$ cat config.mk
export PLATFORM = sky130hd
export DESIGN_NAME = conv_window_ctrl
export DESIGN_NICKNAME = d
export VERILOG_FILES = /design/src/rtl/conv_pkg.sv /design/src/rtl/conv_addr_gen.sv /design/src/rtl/conv_window_ctrl.sv
export SDC_FILE = /design/constraint.sdc
export NUM_CORES = 1
export LEC_CHECK = 0
export BUFFER_PORTS_ARGS = -buffer_cell sky130_fd_sc_hd__buf_2
export CORE_ASPECT_RATIO = 0.6
export CORE_MARGIN = 1.5
export CORE_UTILIZATION = 51
export CTS_CLUSTER_SIZE = 12
export DETAILED_ROUTE_END_ITERATION = 8
export PLACE_DENSITY = 0.81
export SETUP_SLACK_MARGIN = 0.5
export SYNTH_ARGS = -nofsm -noshare
export SYNTH_HDL_FRONTEND = slang
export SYNTH_HIERARCHICAL = 1
export SYNTH_SLANG_ARGS = --single-unit
$ cat constraint.sdc
create_clock -name clk_i -period 2.1 [get_ports clk_i]
set_input_delay 0.21 -clock clk_i [delete_from_list [all_inputs] [get_ports clk_i]]
set_output_delay 0.21 -clock clk_i [all_outputs]
set_load 0.005 [all_outputs]
$ cat src/rtl/conv_pkg.sv
// Shared types and constants for the 3x3 window sequencer.
// State encoding, default frame size, window slot indices.
package conv_pkg;

  typedef enum logic [2:0] {
    S_IDLE,
    S_FETCH,
    S_ISSUE,
    S_WAIT,
    S_WRITE,
    S_DONE
  } state_t;

  localparam int DEF_IMG_W = 320;
  localparam int DEF_IMG_H = 240;

  localparam int WIN_N    = 9;
  localparam int K_CENTER = 4;
  localparam int K_LAST   = 8;

  // Slot k of the packed window sits at bits [k*dw +: dw].
  function automatic int win_lsb(input int k, input int dw);
    return k * dw;
  endfunction

endpackage

$ cat src/rtl/conv_addr_gen.sv
// Window walker: r/c/k counters plus incremental RAM addresses.
// Ports: clk, rst, clear, k_step, win_step -> rd_addr, wr_addr, k, flags.
module conv_addr_gen
  import conv_pkg::*;
#(
  parameter int IMG_W = DEF_IMG_W,
  parameter int IMG_H = DEF_IMG_H,
  parameter int AW    = 17
) (
  input  logic          clk,
  input  logic          rst,
  input  logic          clear,
  input  logic          k_step,
  input  logic          win_step,
  output logic [AW-1:0] rd_addr,
  output logic [AW-1:0] wr_addr,
  output logic [3:0]    k,
  output logic          last_k,
  output logic          fetch_end,
  output logic          last_window
);

  localparam int RW = $clog2(IMG_H);
  localparam int CW = $clog2(IMG_W);
  localparam logic [RW-1:0] R_LAST = RW'(IMG_H - 3);
  localparam logic [CW-1:0] C_LAST = CW'(IMG_W - 3);

  logic [RW-1:0] r;
  logic [CW-1:0] c;
  logic [1:0]    kcol;
  logic [AW-1:0] base;
  logic [AW-1:0] pix;
  logic [AW-1:0] oaddr;

  // base tracks r*IMG_W+c, pix tracks the address of slot k.
  always_ff @(posedge clk) begin
    if (rst || clear) begin
      r     <= '0;
      c     <= '0;
      k     <= '0;
      kcol  <= '0;
      base  <= '0;
      pix   <= '0;
      oaddr <= '0;
    end else if (k_step) begin
      k <= k + 4'd1;
      if (kcol == 2'd2) begin
        kcol <= '0;
        pix  <= pix + AW'(IMG_W - 2);
      end else begin
        kcol <= kcol + 2'd1;
        pix  <= pix + AW'(1);
      end
    end else if (win_step) begin
      k     <= '0;
      kcol  <= '0;
      oaddr <= oaddr + AW'(1);
      // Row wrap skips the two right-edge columns.
      if (c == C_LAST) begin
        c    <= '0;
        r    <= r + RW'(1);
        base <= base + AW'(3);
        pix  <= base + AW'(3);
      end else begin
        c    <= c + CW'(1);
        base <= base + AW'(1);
        pix  <= base + AW'(1);
      end
    end
  end

  assign rd_addr     = pix;
  assign wr_addr     = oaddr;
  assign last_k      = (k == 4'(K_LAST));
  assign fetch_end   = (k == 4'(WIN_N));
  assign last_window = (r == R_LAST) && (c == C_LAST);

endmodule

$ cat src/rtl/conv_window_ctrl.sv
// Frame sequencer: fetch 3x3 window, run kernel, write result.
// Ports: start/busy/done/error, input RAM rd_*, kern_*, output RAM wr_*.
module conv_window_ctrl
  import conv_pkg::*;
#(
  parameter int IMG_W        = DEF_IMG_W,
  parameter int IMG_H        = DEF_IMG_H,
  parameter int DW           = 8,
  parameter int ODW          = 9,
  parameter int AW           = 17,
  parameter int KERN_TIMEOUT = 64
) (
  input  logic            clk_i,
  input  logic            rst_i,
  input  logic            start_i,
  output logic            busy_o,
  output logic            done_o,
  output logic            error_o,
  output logic            rd_en_o,
  output logic [AW-1:0]   rd_addr_o,
  input  logic [DW-1:0]   rd_data_i,
  output logic [9*DW-1:0] win_o,
  output logic            kern_en_o,
  input  logic            kern_done_i,
  input  logic [ODW-1:0]  kern_data_i,
  output logic            wr_en_o,
  output logic [AW-1:0]   wr_addr_o,
  output logic [ODW-1:0]  wr_data_o
);

  localparam int TW = $clog2(KERN_TIMEOUT + 1);

  state_t        state;
  logic [TW-1:0] tcnt;
  logic [DW-1:0] win_q [WIN_N];

  logic          clear;
  logic          k_step;
  logic          win_step;
  logic [AW-1:0] gen_wr_addr;
  logic [3:0]    k;
  logic          last_k;
  logic          fetch_end;
  logic          last_window;

  assign clear    = (state == S_IDLE) && start_i;
  assign k_step   = (state == S_FETCH) && !fetch_end;
  assign win_step = (state == S_WRITE);

  conv_addr_gen #(
    .IMG_W (IMG_W),
    .IMG_H (IMG_H),
    .AW    (AW)
  ) u_addr (
    .clk         (clk_i),
    .rst         (rst_i),
    .clear       (clear),
    .k_step      (k_step),
    .win_step    (win_step),
    .rd_addr     (rd_addr_o),
    .wr_addr     (gen_wr_addr),
    .k           (k),
    .last_k      (last_k),
    .fetch_end   (fetch_end),
    .last_window (last_window)
  );

  always_comb begin
    win_o = '0;
    for (int j = 0; j < WIN_N; j++) begin
      win_o[win_lsb(j, DW) +: DW] = win_q[j];
    end
  end

  always_ff @(posedge clk_i) begin
    if (rst_i) begin
      state     <= S_IDLE;
      busy_o    <= 1'b0;
      done_o    <= 1'b0;
      error_o   <= 1'b0;
      rd_en_o   <= 1'b0;
      kern_en_o <= 1'b0;
      wr_en_o   <= 1'b0;
      wr_addr_o <= '0;
      wr_data_o <= '0;
      tcnt      <= '0;
      for (int j = 0; j < WIN_N; j++) begin
        win_q[j] <= '0;
      end
    end else begin
      done_o  <= 1'b0;
      wr_en_o <= 1'b0;
      unique case (state)
        S_IDLE: begin
          if (start_i) begin
            error_o <= 1'b0;
            busy_o  <= 1'b1;
            rd_en_o <= 1'b1;
            state   <= S_FETCH;
          end
        end
        S_FETCH: begin
          // Data for read k-1 arrives while k is current.
          for (int j = 0; j < WIN_N; j++) begin
            if (k == 4'(j + 1)) begin
              win_q[j] <= rd_data_i;
            end
          end
          if (last_k) begin
            rd_en_o <= 1'b0;
          end
          if (fetch_end) begin
            kern_en_o <= 1'b1;
            state     <= S_ISSUE;
          end
        end
        S_ISSUE: begin
          tcnt  <= '0;
          state <= S_WAIT;
        end
        S_WAIT: begin
          if (kern_done_i) begin
            wr_data_o <= kern_data_i;
            wr_addr_o <= gen_wr_addr;
            wr_en_o   <= 1'b1;
            kern_en_o <= 1'b0;
            state     <= S_WRITE;
          end else if (tcnt == TW'(KERN_TIMEOUT - 1)) begin
            error_o   <= 1'b1;
            kern_en_o <= 1'b0;
            busy_o    <= 1'b0;
            done_o    <= 1'b1;
            state     <= S_DONE;
          end else begin
            tcnt <= tcnt + TW'(1);
          end
        end
        S_WRITE: begin
          if (last_window) begin
            busy_o <= 1'b0;
            done_o <= 1'b1;
            state  <= S_DONE;
          end else begin
            rd_en_o <= 1'b1;
            state   <= S_FETCH;
          end
        end
        S_DONE: begin
          state <= S_IDLE;
        end
        default: begin
          state <= S_IDLE;
        end
      endcase
    end
  end

endmodule

# Word level (Yosys, flattened, before mapping)

Memory sizes are Yosys's and may differ from the RTL's.
Cells that the tools add are included.
W data, S select, Z words.

Add/subtract/negate cells: 10
Equal/unequal tests: 26
Mux-type cells: 86
Bitwise logic cells: 11
Reductions and logical operators: 22

Operators with widths:

| kind                    | number |
|---|---|
| $mux W8                 | 9 |
| $mux W17                | 4 |
| $mux W1                 | 53 |
| $add A17 B1 Y17 const B | 3 |
| $add A17 B2 Y17 const B | 1 |
| $add A17 B9 Y17 const B | 1 |
| $eq A4 B3 Y1 const B    | 4 |
| $ne A2 B2 Y1 const B    | 8 |
| $mux W3                 | 5 |
| $pmux W3 S5             | 1 |
| $mux W7                 | 2 |
| $pmux W7 S2             | 1 |
| $reduce_and A3 Y1       | 4 |
| $add A9 B1 Y9 const B   | 1 |
| $eq A9 B9 Y1 const B    | 1 |
| $mux W9                 | 1 |
| $or A1 B1 Y1            | 9 |
| $add A8 B1 Y8 const B   | 1 |
| $eq A4 B2 Y1 const B    | 2 |
| $eq A4 B4 Y1 const B    | 2 |
| $eq A8 B8 Y1 const B    | 1 |
| $mux W4                 | 2 |
| $reduce_and A4 Y1       | 2 |
| $reduce_bool A2 Y1      | 4 |
| other kinds (22)        | 33 |

Bits in registers: 116
Memory bits (writable): 72
Input port bits: 21
Output and inout port bits: 121
Logic and storage cells: 173
Memories kept: 1

Memory list:

| memory | words | bits a word | read ports | clocked after memory_dff | wr ports | RTL line               | text |
|---|---|---|---|---|---|---|---|
| win_q  | 9     | 8           | 9          | 0                        | 9        | conv_window_ctrl.sv:35 | `logic [DW-1:0] win_q [WIN_N];` |

# Logic depth before layout (Yosys ltp)

Depth after elaboration: 6
Mapped depth: 11
Mapped depth without buffers: 11

# Modules after synthesis

The synthesis kept the hierarchy.

Modules (own cells, without submodules):

| module           | instances | cells each | area an instance (um2) | sequential area each (um2) |
|---|---|---|---|---|
| conv_addr_gen    | 1         | 496        | 4124.0                 | 1481.4 |
| conv_window_ctrl | 1         | 311        | 4105.2                 | 3002.9 |

# Worst setup path before layout

Ideal clock, no wire load.

Path type: register to register
Start: register u_addr.k[1]
End: register u_addr.pix[14], in the netlist u_addr/rd_addr[14]
Library setup time: 106 ps
Data arrival time: 2109 ps
Data required time: 1994 ps
Slack: -115 ps
Stages on the path, launching flop included: 10
Buffers on the path: 1
Period minus slack after synthesis: 2215 ps
Cell sequence: dfxtp_1 > inv_1 > ha_1 > and3b_1 > nor2_1 > clkbuf_1 > nand3_1 > nor3_1 > o211ai_1 > o311ai_0

Longest elaborated chain between the ends: 4
Elaborated cells on any way between the ends: 5
Classes of those cells: eq/ne: 1; mux: 1; reduce/logical: 3

Ends and longest elaborated chain:

| what                                           | RTL line               | text |
|---|---|---|
| start: declaration                             | conv_addr_gen.sv:17    | `output logic [3:0] k,` |
| start signal: assignment                       | conv_addr_gen.sv:46    | `k <= k + 4'd1;` |
| $eq A4 B4 Y1 *                                 | conv_addr_gen.sv:75    | `assign fetch_end = (k == 4'(WIN_N));` |
| net fetch_end                                  | conv_window_ctrl.sv:43 | `logic fetch_end;` |
| $logic_not A1 Y1 *                             | conv_window_ctrl.sv:47 | `assign k_step = (state == S_FETCH) && !fetch_end;` |
| $logic_and A1 B1 Y1 *                          | conv_window_ctrl.sv:47 |  |
| net k_step                                     | conv_window_ctrl.sv:38 | `logic k_step;` |
| $mux W17 or $reduce_bool A2 Y1 (tied branches) | n/a                    |  |
| end signal: assignment                         | conv_addr_gen.sv:49    | `pix <= pix + AW'(IMG_W - 2);` |
| end signal: assignment                         | conv_addr_gen.sv:52    | `pix <= pix + AW'(1);` |
| end signal: assignment                         | conv_addr_gen.sv:63    | `pix <= base + AW'(3);` |
| end: declaration                               | conv_addr_gen.sv:32    | `logic [AW-1:0] pix;` |

Mark *: on every way through the listed nets, which the timed path passes. The rest lies on a longest branch.
A chain may end at the register's enable or synchronous reset.

# Worst setup path in the final report

Start: register state[2]
End: register u_addr.c[3]

Longest elaborated chain between the ends: 4
Elaborated cells on any way between the ends: 8
Classes of those cells: eq/ne: 2; bitwise: 1; reduce/logical: 5

Ends and longest elaborated chain:

| what                        | RTL line                | text |
|---|---|---|
| start: declaration          | conv_window_ctrl.sv:33  | `state_t state;` |
| start signal: assignment    | conv_window_ctrl.sv:77  | `state <= S_IDLE;` |
| start signal: assignment    | conv_window_ctrl.sv:99  | `state <= S_FETCH;` |
| start signal: assignment    | conv_window_ctrl.sv:114 | `state <= S_ISSUE;` |
| $eq A3 B1 Y1                | conv_window_ctrl.sv:47  |  |
| $logic_and A1 B1 Y1         | conv_window_ctrl.sv:47  |  |
| net k_step                  | conv_window_ctrl.sv:38  |  |
| $not A1 Y1 (no line)        | n/a                     |  |
| $reduce_and A2 Y1 (no line) | n/a                     |  |
| end signal: assignment      | conv_addr_gen.sv:65     | `c <= c + CW'(1);` |
| end: declaration            | conv_addr_gen.sv:29     | `logic [CW-1:0] c;` |

The timed path passes the listed nets, and every way through them passes these cells.

==> summary.md <==
| Metric | Value |
|---|---|
| Violations in the final reports | `negative hold slack, negative setup slack` |
| Fraction of power consumed by sequential logic | `48.0%` |
| Number of storage elements in the synthesis netlist | `188` |
| Post-Layout Inst Area | `11,700 um^2` |
| Normalized max-slew margin | `48.9%` |
| Tot GR Track Use | `28.3%` |
| Share of total power consumed by net switching | `27.3%` |
| Core Rows | `35` |
| Worst VDD drop | `511 uV` |
| Clock tree skew after final layout | `0.0151 ns` |
| Maximum level of the CTS H-tree | `4` |
| Residual DRC count | `0` |
| Total length of routed wires | `29.1 mm` |
| Antenna violations before repair | `1` |
| Highest metal layer with signal wires | `met4` |
| Initial DRC count | `1,062` |
| DR WL/cell | `23.2 um` |
| Worst setup SP type | `register` |
| Max FO, Critical Path | `8` |
| Net Sw Power | `2.23 mW` |
| Final instance count without filler cells | `1,255` |
| Number of maximum-capacitance violations | `0` |
| Most used DFF post-synth | `dfxtp_1` |
| Clk buf depth | `2` |
| Part of the power in the clock network | `42.6%` |
| Total Nets Final | `1,074` |
| Final setup viols | `26` |
| Die area | `16,900 um^2` |
| Highest achievable clock rate | `436 MHz` |
| Placer Congestion | `0.872` |
| Measured slew at the worst slew-check pin | `0.748 ns` |
| Total number of yosys warnings | `6` |
| R2R setup slack | `-0.19 ns` |
| DP Cell Count | `1,160` |
| Root buffer selected by CTS | `clkbuf_16` |
| CTS sink count | `188` |
| Routed vias/inst | `6.23` |
| Required time at the worst-slack endpoint | `2.43 ns` |
| Part of the total power dissipated in combinational logic | `9.4%` |
| Standby leakage power | `4.69 nW` |
| Largest net degree at the start of global routing | `36` |
| First-pass GRT wire length | `37.2 mm` |
| Total congestion overflow | `0` |
| Total core area | `15,500 um^2` |
| Area taken by multi-input logic gates | `4430 um^2` |
| Hold Violations, Final | `3` |
| Port-buffer cells | `141` |
| Clock latency on the worst-skew pair | `0.45 ns` |
| Final Max Tran Viols | `0` |
| Async set or reset register ratio after synthesis | `0%` |
| Synth Net Count | `842` |
| Clock input transition at the sequential cells of the worst setup and hold paths | `0.08 ns` |
| Worst Hold Class | `input pin to register` |
| Cell Area, Synth | `8230 um^2` |
| Class of the most critical setup path | `register to register` |
| Layout overhead on the synthesized area | `42.4%` |
| Starting utilization of the core area | `52.9%` |
| Final worst path period share | `109%` |
| RSZ-0062 raised after global routing | `yes` |
| Share of the core filled with cells in the final layout | `75.4%` |
| Routed Antenna Nets | `0` |
| Estimated wirelength of the detail-placed design | `14.5 mm` |
| Worst hold slack | `-0.00657 ns` |
| Int Power | `5.94 mW` |
| Area after DPL | `9580 um^2` |
| M1 WL | `11.5 mm` |
| Kind of end point of the critical path | `register` |
| Number of placed I/O pins | `142` |
| Sum of met2 wire segment lengths after detailed routing | `13.1 mm` |
| Number of library cell types mapped by synthesis | `89` |
| Final critical delay including setup and external delays | `2.29 ns` |
| Portion of the post-synthesis area used by sequential elements | `54.5%` |
| Number of synthesized flops with an enable pin | `72` |
| Fraction of final layout cells sized beyond drive strength 1 | `43.3%` |
| Gate count after technology mapping | `807` |
| Vias in the first global route | `6,754` |
| Number of buffers added by the clock tree synthesis step | `17` |
| Via count | `7,824` |
| Number of diodes added for antenna fixing | `0` |
| Metal3 WL | `3.06 mm` |
| Endpoint arrival time on the critical path | `2.62 ns` |
| Seq. cell area | `4510 um^2` |
| Overall die height | `101 um` |
| Number of iterations in the first detailed-routing pass | `7` |
| Avg Synthesized Cell Area | `10.2 um^2` |
| Overall power | `8.16 mW` |
| Filler cells | `848` |
| TritonCTS clock tree | `yes` |
| Final critical-path setup slack | `-0.194 ns` |
| Result of the run | `complete, but fails checks` |
| Power per standard cell area | `697 nW/um^2` |
| Die W | `167 um` |
worst max-delay path: stages (launching register included):
cell and delay [ns]:
dfxtp_1 0.37, and2b_2 0.26, nand2_2 0.13, nor2_4 0.09, buf_6 0.14, buf_6 0.11
nor2b_4 0.19, buf_6 0.19, nand4_1 0.25, xor2_1 0.33, nor2_1 0.11
sequential cells by signal (all words and copies together), names as in the netlist, 4 cells and up:
register and count:
u_addr/wr_addr 17, u_addr/base 17, wr_addr_o 17, u_addr/rd_addr 17, win_q 72, u_addr/k 4, u_addr/c 9, wr_data_o 9
tcnt 7, u_addr/r 8
cell usage in the layout, fill, tap and decap left out, types with 8 or more instances in the layout:
cell,count
ha_1,9
nand2_1,92
xnor2_1,19
nand3_2,12
clkbuf_16,17
a21oi_2,12
nor2_4,11
a31oi_1,8
edfxtp_1,72
buf_4,59
dfxtp_1,107
nand3_1,13
o21ai_0,15
nand2_2,9
a21oi_1,44
inv_1,20
nand4_1,15
nor3_1,10
and2_4,10
xor2_1,33
buf_2,141
nor4_4,9
buf_6,41
or3_1,8
nor2_1,66
through the flow:
stage,setup WS [ns],TNS (ns),hold WS [ns]
after CTS,0.00685,0,0.00207
after detailed placement,-0.0898,-0.571,0.445
after global placement,-0.0211,-0.0575,0.439
after floorplan,0.0734,0,0.346
final,-0.194,-2.05,-0.00657
after global routing,-0.236,-3.89,-0.00443
final timing paths:
kind                  start      endpoint  cells past startpoint
min          kern_data_i[0]  wr_data_o[0]                      3
max                state[2]   u_addr/c[3]                     10
min reg2reg    wr_data_o[2]  wr_data_o[2]                      2
max reg2reg        state[2]   u_addr/c[3]                     10
power groups by stage:
stage | Combinational (mW) | Sequential, mW | Clock [mW]
3_5_place_dp | 0.522 | 3.99 | 0
3_3_place_gp | 0.512 | 3.99 | 0
5_1_grt | 0.802 | 3.92 | 3.63
6_report | 0.769 | 3.92 | 3.48
4_1_cts | 0.620 | 3.91 | 3.41
2_1_floorplan | 0.298 | 4.00 | 0
per-layer routing:
layer  global-route usage [%]  vias to the layer above
met4                     11.3                        0
met1                     38.2                     3714
li1                         -                     3320
met3                     6.29                      167
met5                        0                        -
met2                     44.8                      623
area by class of cell:
type                       count  area share [%]
clock buffer                  17            3.63
tap                          203            2.17
clock inverter                15            1.82
multi-input combinational    556            37.8
inverter                      25           0.833
timing repair buffer         251            15.3
sequential                   188            38.5
cell families after synthesis:
kind of cell    after synthesis  share of synthesized area [%]
simple gates                341                           21.4
compound gates              134                           10.8
flops                       188                           54.5
xor+xnor                     64                           6.81
mux                           3                          0.380
fa+ha+maj                    14                           2.22
buf+inv                      63                           3.86
cell usage after synthesis (3+ instances only):
cell,instances,area [um^2]
buf_6,3,33.8
and3_1,10,62.6
edfxtp_1,72,2160
nand2_1,108,405
or2_2,3,18.8
or3_1,9,56.3
buf_4,6,45.0
o311ai_0,3,26.3
nand2b_1,7,43.8
xnor2_1,28,245
clkbuf_1,18,67.6
o211ai_1,3,22.5
dfxtp_1,116,2320
a32oi_1,4,35.0
ha_1,13,163
nor4_1,11,68.8
xor2_1,36,315
a31oi_1,8,50.1
inv_1,23,86.3
nor2b_1,5,31.3
a21o_1,3,22.5
a211oi_1,5,37.5
a21oi_1,56,280
nand3b_1,3,22.5
buf_2,5,25.0
nand3_1,25,125
nand4_1,15,93.8
nor3_1,23,115
and2_1,11,68.8
o21ai_0,19,95.1
nor2_1,78,293
nand3_2,4,40.0
timing repair:
action,in CTS,in global routing
hold endpoints to repair,0,1
pin swaps,54,56
hold buffers,0,1
cloned,1,2
endpoints found under the setup margin,253,251
setup buffers,35,24
resized for setup,108,110
(Power assumes the default switching activity.)
